File: config.mk
export PLATFORM = sky130hd
export DESIGN_NAME = sram_pipe
export DESIGN_NICKNAME = d
export VERILOG_FILES = /design/src/rtl/sram_pipe.sv
export SDC_FILE = /design/constraint.sdc
export NUM_CORES = 1
export LEC_CHECK = 0
export BUFFER_PORTS_ARGS = -buffer_cell sky130_fd_sc_hd__buf_2
export CAP_MARGIN = 10
export CELL_PAD_IN_SITES_DETAIL_PLACEMENT = 1
export CELL_PAD_IN_SITES_GLOBAL_PLACEMENT = 2
export CORE_ASPECT_RATIO = 1.1
export CORE_MARGIN = 10
export CORE_UTILIZATION = 40
export CTS_CLUSTER_DIAMETER = 60
export DETAILED_ROUTE_END_ITERATION = 8
export PLACE_DENSITY_LB_ADDON = 0.1
export SETUP_SLACK_MARGIN = 0.4
export SYNTH_ARGS = -nofsm -noshare
export SYNTH_HDL_FRONTEND = slang
export SYNTH_SLANG_ARGS = --single-unit
File: constraint.sdc
create_clock -name i_clk -period 3.25 [get_ports i_clk]
set_input_delay 0.65 -clock i_clk [delete_from_list [all_inputs] [get_ports i_clk]]
set_output_delay 0.65 -clock i_clk [all_outputs]
set_load 0.1 [all_outputs]
File: src/rtl/sram_pipe.sv
// sram_pipe: single-port node-table SRAM with a valid/ready request port,
// bit-masked writes, a fixed READ_LAT response pipeline and an init sweep
// that writes INIT_VALUE to every word after reset.
module sram_pipe #(
    parameter int unsigned           ADDR_WIDTH = 5,
    parameter int unsigned           DATA_WIDTH = 34,
    parameter int unsigned           DEPTH      = 32,
    parameter int unsigned           READ_LAT   = 2,
    parameter logic [DATA_WIDTH-1:0] INIT_VALUE = '0
) (
    input  logic                  i_clk,
    input  logic                  i_rst,
    input  logic                  i_req_valid,
    output logic                  o_req_ready,
    input  logic                  i_write,
    input  logic [ADDR_WIDTH-1:0] i_addr,
    input  logic [DATA_WIDTH-1:0] i_data,
    input  logic [DATA_WIDTH-1:0] i_wmask,
    output logic                  o_rsp_valid,
    output logic [DATA_WIDTH-1:0] o_rsp_data,
    output logic                  o_rsp_err,
    output logic                  o_busy
);

    if (READ_LAT < 1 || READ_LAT > 4) begin : g_bad_lat
        $error("sram_pipe: READ_LAT must be in 1..4");
    end
    if (DEPTH < 1 || DEPTH > (1 << ADDR_WIDTH)) begin : g_bad_depth
        $error("sram_pipe: DEPTH must be in 1..2**ADDR_WIDTH");
    end

    typedef enum logic {
        ST_INIT,
        ST_RUN
    } state_e;

    localparam logic [ADDR_WIDTH-1:0] LAST_ADDR = ADDR_WIDTH'(DEPTH - 1);
    localparam logic [ADDR_WIDTH:0]   DEPTH_W   = (ADDR_WIDTH + 1)'(DEPTH);

    state_e                  state_q, state_d;
    logic [ADDR_WIDTH-1:0]   cnt_q, cnt_d;
    logic                    init_we;

    logic [DATA_WIDTH-1:0]   mem_q [DEPTH];

    logic                    vld_q [READ_LAT];
    logic                    err_q [READ_LAT];
    logic [DATA_WIDTH-1:0]   dat_q [READ_LAT];

    logic                    run;
    logic                    addr_ok;
    logic                    wr_acc;
    logic                    rd_acc;
    logic [DATA_WIDTH-1:0]   rd_data;

    assign run     = (state_q == ST_RUN);
    assign addr_ok = ({1'b0, i_addr} < DEPTH_W);
    assign wr_acc  = run & i_req_valid & i_write & addr_ok;
    assign rd_acc  = run & i_req_valid & ~i_write;
    assign rd_data = addr_ok ? mem_q[i_addr] : '0;

    // Next state: sweep the counter through every word, then serve requests.
    always_comb begin
        state_d = state_q;
        cnt_d   = cnt_q;
        init_we = 1'b0;
        case (state_q)
            ST_INIT: begin
                init_we = 1'b1;
                if (cnt_q == LAST_ADDR) begin
                    state_d = ST_RUN;
                end else begin
                    cnt_d = cnt_q + ADDR_WIDTH'(1);
                end
            end
            ST_RUN:  state_d = ST_RUN;
            default: state_d = ST_INIT;
        endcase
    end

    // State register; reset always restarts the sweep from word 0.
    always_ff @(posedge i_clk) begin
        if (i_rst) begin
            state_q <= ST_INIT;
            cnt_q   <= '0;
        end else begin
            state_q <= state_d;
            cnt_q   <= cnt_d;
        end
    end

    // Storage: init sweep writes whole words, requests merge under the mask.
    always_ff @(posedge i_clk) begin
        if (!i_rst) begin
            if (init_we) begin
                mem_q[cnt_q] <= INIT_VALUE;
            end else if (wr_acc) begin
                mem_q[i_addr] <= (mem_q[i_addr] & ~i_wmask) | (i_data & i_wmask);
            end
        end
    end

    // Read pipeline: data/err only advance with a valid, so the last stage
    // keeps the previous response visible between pulses.
    always_ff @(posedge i_clk) begin
        if (i_rst) begin
            for (int unsigned i = 0; i < READ_LAT; i++) begin
                vld_q[i] <= 1'b0;
                err_q[i] <= 1'b0;
                dat_q[i] <= '0;
            end
        end else begin
            vld_q[0] <= rd_acc;
            if (rd_acc) begin
                dat_q[0] <= rd_data;
                err_q[0] <= ~addr_ok;
            end
            for (int unsigned i = 1; i < READ_LAT; i++) begin
                vld_q[i] <= vld_q[i-1];
                if (vld_q[i-1]) begin
                    dat_q[i] <= dat_q[i-1];
                    err_q[i] <= err_q[i-1];
                end
            end
        end
    end

    assign o_req_ready = run;
    assign o_busy      = ~run;
    assign o_rsp_valid = vld_q[READ_LAT-1];
    assign o_rsp_data  = dat_q[READ_LAT-1];
    assign o_rsp_err   = err_q[READ_LAT-1];

endmodule
Word level (Yosys, flattened, before mapping)
Memory sizes are Yosys's and may differ from the RTL's.
Cells that the tools add are included.
Widths: inputs -> output; s select.
{"block": "op_classes", "n_addsub": 1, "eq_ne": 1, "n_mux": 27, "reduce_logical": 2, "bitwise_logic": 16}
{"op": "$mux 34", "count": 3}
{"op": "$and 34x34->34", "count": 2}
{"op": "$not 34->34", "count": 1}
{"op": "$or 34x34->34", "count": 1}
{"op": "$reduce_or 34->1", "count": 1}
{"op": "$mux 1", "count": 22}
{"op": "$or 1x1->1", "count": 6}
{"op": "$add 5x1->5 const B", "count": 1}
{"op": "$eq 5x5->1 const B", "count": 1}
{"op": "$mux 5", "count": 1}
{"op": "$and 1x1->1", "count": 3}
{"op": "$not 1->1", "count": 3}
{"op": "$pmux 1 s2", "count": 1}
{"op": "$reduce_and 2->1", "count": 1}
{"block": "totals", "in_bits": 77, "ram_bits": 1160, "reg_bits": 6, "word_cells": 53, "mem_count": 4, "out_inout_bits": 38}
{"memory": "mem_q", "words": 32, "width": 34, "read_ports": 1, "rd_ports_with_merged_regs": 0, "write_ports": 1, "line_no": "44", "text": "logic [DATA_WIDTH-1:0] mem_q [DEPTH];"}
{"memory": "dat_q", "words": 2, "width": 34, "read_ports": 2, "rd_ports_with_merged_regs": 0, "write_ports": 2, "line_no": "48", "text": "logic [DATA_WIDTH-1:0] dat_q [READ_LAT];"}
{"memory": "err_q", "words": 2, "width": 1, "read_ports": 2, "rd_ports_with_merged_regs": 0, "write_ports": 2, "line_no": "47", "text": "logic err_q [READ_LAT];"}
{"memory": "vld_q", "words": 2, "width": 1, "read_ports": 2, "rd_ports_with_merged_regs": 0, "write_ports": 2, "line_no": "46", "text": "logic vld_q [READ_LAT];"}

Depth between registers and ports, before layout
Gate-level depths: netlist (run 1).
{"block": "logic_depth", "word_depth": 8, "ltp_mapped": 9, "depth_no_buf": 7}

Worst setup path after synthesis (run 1)
OpenSTA, ideal clock, no wires.
{"block": "synth_path", "path_kind": "reg-to-reg", "startpoint": "reg state_q (netlist: o_req_ready)", "endpoint": "mem mem_q[16][0], enable pin", "arrival_time_ns": 3.649, "slack_ns": -0.824, "setup_ns": 0.425, "stages_incl_launch_ff": 9, "path_buffers": 3, "required_time_ns": 2.825, "period_less_slack_ns": 4.074, "path_cell_list": "dfxtp_1 buf_2 and4b_1 buf_2 clkbuf_1 nand2_1 o31ai_1 nand2_1 nor2_1"}
{"block": "synth_via", "elab_chain_cells": 8, "word_cells_on_any_way": 12, "classes_between": "9 x mux; 2 x bitwise; 1 x reduce/logical"}
{"element": "start: declaration", "line_no": "40", "text": "state_e state_q, state_d;"}
{"element": "start signal: assignment", "line_no": "87", "text": "state_q <= state_d;"}
{"element": "$and 1x1->1 (2 in series)", "line_no": "58", "text": "assign wr_acc = run & i_req_valid & i_write & addr_ok;"}
{"element": "$mux 1", "line_no": "97", "text": "end else if (wr_acc) begin"}
{"element": "$mux 1", "line_no": "95", "text": "if (init_we) begin"}
{"element": "$mux 1", "line_no": "94", "text": "if (!i_rst) begin"}
{"element": "$mux 1 (not written as such)", "line_no": "98", "text": "mem_q[i_addr] <= (mem_q[i_addr] & ~i_wmask) | (i_data & i_wmask);"}
{"element": "$reduce_or 34->1 (no line)"}
{"element": "$mux 5 (no line) / $mux 1 (equally long branches)"}
{"element": "end: declaration", "line_no": "44"}
Parallel ways exist; a longest one is shown, timed or not.

Final worst setup path (run 1)
{"block": "layout_path", "startpoint": "in i_addr[0]", "endpoint": "mem mem_q[8][3] (data pin)"}
{"block": "layout_via", "elab_chain_cells": 4}
{"element": "start: declaration", "line_no": "16", "text": "input logic [ADDR_WIDTH-1:0] i_addr,"}
{"element": "$mem_v2 32x34"}
{"element": "$and 34x34->34", "line_no": "98"}
{"element": "$or 34x34->34", "line_no": "98"}
{"element": "$mux 34 (no line)"}
Every way passes these cells.

==> results of run 1 <==
layout make-up:
cell class | count | area (um^2) | area share
Timing Repair Buffer | 287 | 2910 | 0.0539
Clock buffer | 148 | 3210 | 0.0596
Clock inverter | 68 | 629 | 0.0117
Sequential cell | 1164 | 34900 | 0.647
Inverter | 2 | 11.3 | 0.000209
Tap cell | 1518 | 1900 | 0.0352
Multi-Input combinational cell | 1223 | 10400 | 0.193
per-stage QoR:
| stage | instance area (um^2) | util | setup WS [ns] | setup TNS (ns) | total power, W |
|---|---|---|---|---|---|
| 3_5_place_dp | 50100 | 0.437 | -0.276 | -11.70 | 0.0184 |
| 4_1_cts | 53900 | 0.471 | 0.492 | 0 | 0.0320 |
| 3_3_place_gp | 50100 | 0.437 | -0.213 | -9.23 | 0.0184 |
| 6_report | 53900 | 0.471 | 0.644 | 0 | 0.0317 |
| 5_1_grt | 53900 | 0.471 | 0.540 | 0 | 0.0327 |
| 2_1_floorplan | 46400 | - | 0.347 | 0 | 0.0178 |
timing repair:
action | CTS | global route
setup endpoints to repair | 0 | 32
gates resized for setup | 0 | 1
hold endpoints to repair | 0 | 0
placed cells by master (no fill, tap or decap), types with 8 or more instances in the layout:
master	n
edfxtp_1	1156
mux2i_1	546
a22oi_1	272
a21oi_1	139
clkbuf_16	125
buf_2	112
buf_4	92
buf_12	82
nor2b_1	69
nand2b_1	36
nor2_4	34
nor4_2	34
o211a_1	33
clkinv_1	29
clkbuf_1	23
clkinv_2	20
nand2_1	17
bufinv_16	12
nor2_1	8
kinds of logic after synthesis:
family                     count (synthesis)  share of synthesized area
DFF                                     1164                      0.755
muxes                                    548                      0.119
AOI/OAI and AO/OA                        453                     0.0677
and+or+nand+nor                          216                     0.0306
buffers and inverters                    188                     0.0265
xor gates and xnor gates                   3                   0.000569
adders and majority gates                  2                   0.000542
other                                      1                  0.0000812
routing by layer:
layer | up-vias | share of wire | global-route usage
li1 | 10730 | - | -
met1 | 13166 | 0.42 | 0.261
met2 | 555 | 0.52 | 0.371
met3 | 202 | 0.037 | 0.0273
met4 | 0 | 0.027 | 0.0644
met5 | - | 0 | 0
registers in the layout (all words and copies together) (netlist names):
signal and flops:
cnt_q 5, dat_q 68, mem_q 1088, o_req_ready 1, vld_q 2
worst max-delay path by stage:
| stage | start | endpoint |
|---|---|---|
| 2_1_floorplan | o_req_ready$_SDFF_PP0_ | mem_q[17][0]$_DFFE_PP_ |
| 3_3_place_gp | i_addr[0] | mem_q[8][10]$_DFFE_PP_ |
| 3_5_place_dp | i_addr[0] | mem_q[2][10]$_DFFE_PP_ |
| 4_1_cts | i_addr[0] | mem_q[17][10]$_DFFE_PP_ |
| 5_1_grt | i_addr[0] | mem_q[8][3]$_DFFE_PP_ |
| 6_report | i_addr[0] | mem_q[8][3]$_DFFE_PP_ |
power by group through the flow:
stage	Combinational [W]	Clock, W	Sequential, W
3_3_place_gp	0.00163	0	0.0167
2_1_floorplan	0.00105	0	0.0167
3_5_place_dp	0.00164	0	0.0167
4_1_cts	0.00165	0.0139	0.0164
6_report	0.00163	0.0136	0.0164
5_1_grt	0.00172	0.0145	0.0164
==> results.md, run 1 <==
* Status: complete, no violations
* Setup crit end kind: flop
* Buf/Inv on CP at 5
* CP Cell Sequence: buf_8, buf_12, buf_4, mux2i_1, a22oi_1, a21oi_1, nor4_2, buf_4, o211a_1, buf_12
* Static leakage at 20.7 nW
* Grt total ovfl at 0
* Routed len/inst at 31.2 um
* DPL Wire Length at 73.0 mm
* Ranking of synthesized cells by area: edfxtp_1 (75%), mux2i_1 (12%), a22oi_1 (4.4%), a21oi_1 (1.5%), buf_4 (1.2%)
* Final min period at 2.61 ns
* DRC at 0
* Max IR drop VDD at 0.499 mV
* GPL Wtd Cong at 0.737
* Detail Route Antenna Nets at 0
* Clock share of power at 0.430
* CP max-delay cell: nor4_2
* Via Count at 24653
* Max stage delay on crit path at 0.62 ns
* Pwr/cell area at 587 nW/um^2
* Chip height at 376 um
* Area leader, netlist: edfxtp_1
* Hold path cells at 2
* TritonCTS clock tree: built
* Largest net degree at the start of global routing at 49
* N_diodes at 0
* IO Port Bufs at 113
* Cts bufs inserted at 121
* Final setup fails at 0
* GRT Total Usage at 0.208
* I/O pin count at 115
* RSZ-0062 raised after global routing: no
* Sw Share at 0.214
* Rel. slew slack at 0.438
* H-tree levels at 3
* Post-synth EDFFs at 1156
* TritonRoute pass-1 iters at 5
* CTS Hold Bufs at 0
* Die area at 129000 um^2
* Post CTS Setup Buffer Count at 0
* Tcrit/Tclk final at 0.802
* Die width at 344 um
* Top cell type's share of synthesized area at 0.752
* Final Hold Viols at 0
* Filler Cells Inserted at 10736
* Clk buf depth at 3
* Required @ worst endpoint at 3.80 ns
* CP startpoint kind: input pin
* Endpoint, Worst Hold: vld_q[0][0]$_SDFF_PP0_
* Syn Nets at 2654
* Nets at 2878
* Synth top cells by count: edfxtp_1 (1156), mux2i_1 (546), a22oi_1 (272), a21oi_1 (139)
* Syn-to-layout area delta at 16.8%
* Hold Path Class: in2reg
* DR iter-0 viols at 1884
* Synth async-reset ratio at 0
* CP max FO at 32
* Synth Area per Inst at 17.9 um^2
* P_sw at 0.00679 W
* Clock skew at 0.0204 ns
* Clock sink count at 1164
* CP arrival at 3.16 ns
* Vias in the first global route at 25991
* FF-to-FF setup slack at 0.72 ns
* Flop pwr share at 0.519
* First-pass GRT wire length at 192 mm
* FF+latch count, synth at 1164
* Clock slew at reported path FFs at 0.06 ns
* Hold Path Origin: i_write
* Reg2reg path depth at 5
* Initial Util at 0.403
* Clock latency on the worst-skew pair at 0.72 ns
* Initial antenna violation count at 0
* Crit Path Class: in2reg
* Reg-to-reg endpoint: mem_q[8][16]$_DFFE_PP_
* Reg2reg start: o_req_ready$_SDFF_PP0_
* F_max at 384 MHz
* Register area share after synthesis at 0.755
* Combinational Power Share at 0.052
* Rows at 130
* Placed Cells at 4194
* Layout cells sized above 1 at 0.185
* Top-count cell post-synth: edfxtp_1
* Root Buffer: clkbuf_16
* Max Cap Viol at 0
* Cells after Synth at 2575
* Core region area at 115000 um^2
* Critical path depth at 10
* Top_reg_cell synth: edfxtp_1
* Post-Syn Area at 46200 um^2
* Actual slew at the worst max-slew pin at 0.843 ns
* Vias per inst at 5.59
* Synth warn at 0
* Power Internal at 0.0249 W
* Netlist cell types at 36
* Fin Hold WS at 0.273 ns
* Max Slew Vio Count at 0
* Overall routed net length at 138 mm
* Worst path top cell family by delay: buffers and inverters
* Fin cells at 4410
Power figures use the tool's default switching activity.
==> inputs of run 2 (changes only) <==
- clock period: 3.25 -> 2.67 ns (I/O delays scaled with it)
==> results.md, run 2 (same netlist as run 1, synthesis figures left out) <==
* Chip height at 376 um (unchanged)
* Vias per inst at 5.51 (was 5.59)
* Max IR drop VDD at 0.598 mV (was 0.499 mV)
* Via Count at 25150 (was 24653)
* DR iter-0 viols at 2080 (was 1884)
* H-tree levels at 3 (unchanged)
* Detail Route Antenna Nets at 0 (unchanged)
* Clock latency on the worst-skew pair at 0.71 ns (was 0.72 ns)
* Die area at 129000 um^2 (unchanged)
* DRC at 0 (unchanged)
* Worst Setup Slack, final at 0.445 ns (was 0.644 ns)
* Max stage delay on crit path at 0.43 ns (was 0.62 ns)
* F_max at 449 MHz
* Pwr/cell area at 704 nW/um^2 (was 587 nW/um^2)
* CP startpoint kind: flop (was input pin)
* Root Buffer: clkbuf_16 (unchanged)
* CP max FO at 26 (was 32)
* CTS Hold Bufs at 0 (unchanged)
* Rel. slew slack at 0.414 (was 0.438)
* Area of the multi-input gates at 10600 um^2 (was 10400 um^2)
* GRT Total Usage at 0.210 (was 0.208)
* Filler Cells Inserted at 10561 (was 10736)
* Final min period at 2.23 ns
* Initial antenna violation count at 0 (unchanged)
* Hold Path Class: in2reg (unchanged)
* CP Cell Sequence: and4b_4, mux2i_4, nand2_4, nor2_4, buf_12 (was buf_8, buf_12, buf_4, mux2i_1, a22oi_1, a21oi_1, nor4_2, buf_4, o211a_1, buf_12)
* DPL Wire Length at 82.7 mm (was 73.0 mm)
* Top flop regs: mem_q x1088, dat_q x68, cnt_q x5 (unchanged)
* Vias in the first global route at 26797 (was 25991)
* Setup crit end kind: flop (unchanged)
* Required @ worst endpoint at 3.03 ns (was 3.80 ns)
* Actual slew at the worst max-slew pin at 0.877 ns (was 0.843 ns)
* RSZ-0062 raised after global routing: yes (was no)
* Reg2reg path depth at 5 (unchanged)
* Buf/Inv on CP at 1 (was 5)
* Overall routed net length at 139 mm (was 138 mm)
* Flip-flop count of the largest register after layout at 1088 (unchanged)
* GPL Wtd Cong at 0.760 (was 0.737)
* Most frequent cells in the layout: edfxtp_1 (1156), mux2i_1 (544), a22oi_1 (272) (was edfxtp_1 (1156), mux2i_1 (546), a22oi_1 (272))
* Status: complete, no violations (unchanged)
* Cts bufs inserted at 121 (unchanged)
* I/O pin count at 115 (unchanged)
* Largest net degree at the start of global routing at 39 (was 49)
* Clk buf depth at 3 (unchanged)
* IO Port Bufs at 113 (unchanged)
* Final Hold Viols at 0 (unchanged)
* Grt total ovfl at 0 (unchanged)
* Hold path cells at 3 (was 2)
* TritonRoute pass-1 iters at 5 (unchanged)
* Clock sink count at 1164 (unchanged)
* Clock skew at 0.0325 ns (was 0.0204 ns)
* CP max-delay cell: dfxtp_4 (was nor4_2)
* Syn-to-layout area delta at 22.1% (was 16.8%)
* Placement Setup Slack at -0.676 ns (was -0.276 ns)
* Final setup fails at 0 (unchanged)
* Max Slew Vio Count at 0 (unchanged)
* Total power at 0.0397 W (was 0.0317 W)
* Routed len/inst at 30.5 um (was 31.2 um)
* Initial Util at 0.403 (unchanged)
* Critical path depth at 5 (was 10)
* Crit Path Class: reg2reg (was in2reg)
* Largest Register: mem_q (unchanged)
* Layout cells sized above 1 at 0.234 (was 0.185)
* Die width at 344 um (unchanged)
* Clock slew at reported path FFs at 0.06 ns (about the same)
* Commonest non-fill, non-tap cell in the layout: edfxtp_1 (unchanged)
* Final instance area at 56400 um^2 (was 53900 um^2)
* First-pass GRT wire length at 196 mm (was 192 mm)
* Worst path top cell family by delay: simple AND/OR/NAND/NOR gates (was buffers and inverters)
* Tcrit/Tclk final at 0.833
* Nets at 3016 (was 2878)
* Core region area at 115000 um^2 (unchanged)
* Rows at 130 (unchanged)
* Max Cap Viol at 0 (unchanged)
* Reg area at 34900 um^2 (unchanged)
* TritonCTS clock tree: built (unchanged)
* Static leakage at 21.9 nW (was 20.7 nW)
* CP arrival at 2.59 ns (was 3.16 ns)
* Placed cell areas at 52100 um^2 (was 50100 um^2)
run 2: cell type report:
type / count / share of cell area
diodes: 2 / 0.0000887
clock buffers: 144 / 0.0560
clock inverters: 85 / 0.0172
inverters: 2 / 0.000200
multi-input cells: 1224 / 0.187
flip-flops and latches: 1164 / 0.618
well taps: 1518 / 0.0337
repair buffers: 424 / 0.0873
run 2: final timing paths:
| path | start | end | slack (ns) |
|---|---|---|---|
| hold reg to reg | vld_q[0][0]$_SDFF_PP0_ | vld_q[0][1]$_SDFF_PP0_ | 0.52 |
| setup reg to reg | o_req_ready$_SDFF_PP0_ | mem_q[16][21]$_DFFE_PP_ | 0.44 |
| hold / removal | i_write | vld_q[0][0]$_SDFF_PP0_ | 0.26 |
| setup / recovery | o_req_ready$_SDFF_PP0_ | mem_q[16][21]$_DFFE_PP_ | 0.44 |
run 2: power breakdown:
group	total [W]	switching, W	internal, W
clock	0.0175	0.00708	0.0104
sequential	0.0200	0.0000389	0.0199
combinational	0.00218	0.00133	0.000852
total	0.0397	0.00845	0.0312
run 2: stage by stage:
stage | util | instances | setup TNS [ns] | hold slack (ns)
2_1_floorplan | - | 2575 | 0 | 0.454
3_3_place_gp | 0.455 | 4320 | -105.79 | 0.505
3_5_place_dp | 0.455 | 4320 | -127.92 | 0.517
4_1_cts | 0.491 | 4553 | 0 | 0.207
5_1_grt | 0.493 | 4561 | 0 | 0.246
6_report | 0.493 | 4563 | 0 | 0.261
run 2: metal layers:
metal	up-vias	part of all wire	GRT usage
met5	-	0	0
met4	0	0.024	0.0586
met3	169	0.040	0.0250
met2	582	0.50	0.360
met1	13367	0.43	0.280
li1	11032	-	-
run 2: worst register-to-register path, delay by kind of cell, from the launching register on:
family,cells,cell delay (ns)
flip-flops,1,0.43
multiplexers,1,0.33
AND/OR/NAND/NOR,3,0.78
buffers and inverters,1,0.28
run 2: timing repair:
item	in CTS	in global routing
setup endpoints to repair	345	179
setup buffers	3	6
pin swaps	3	5
resized for setup	3	6
cloned	1	2
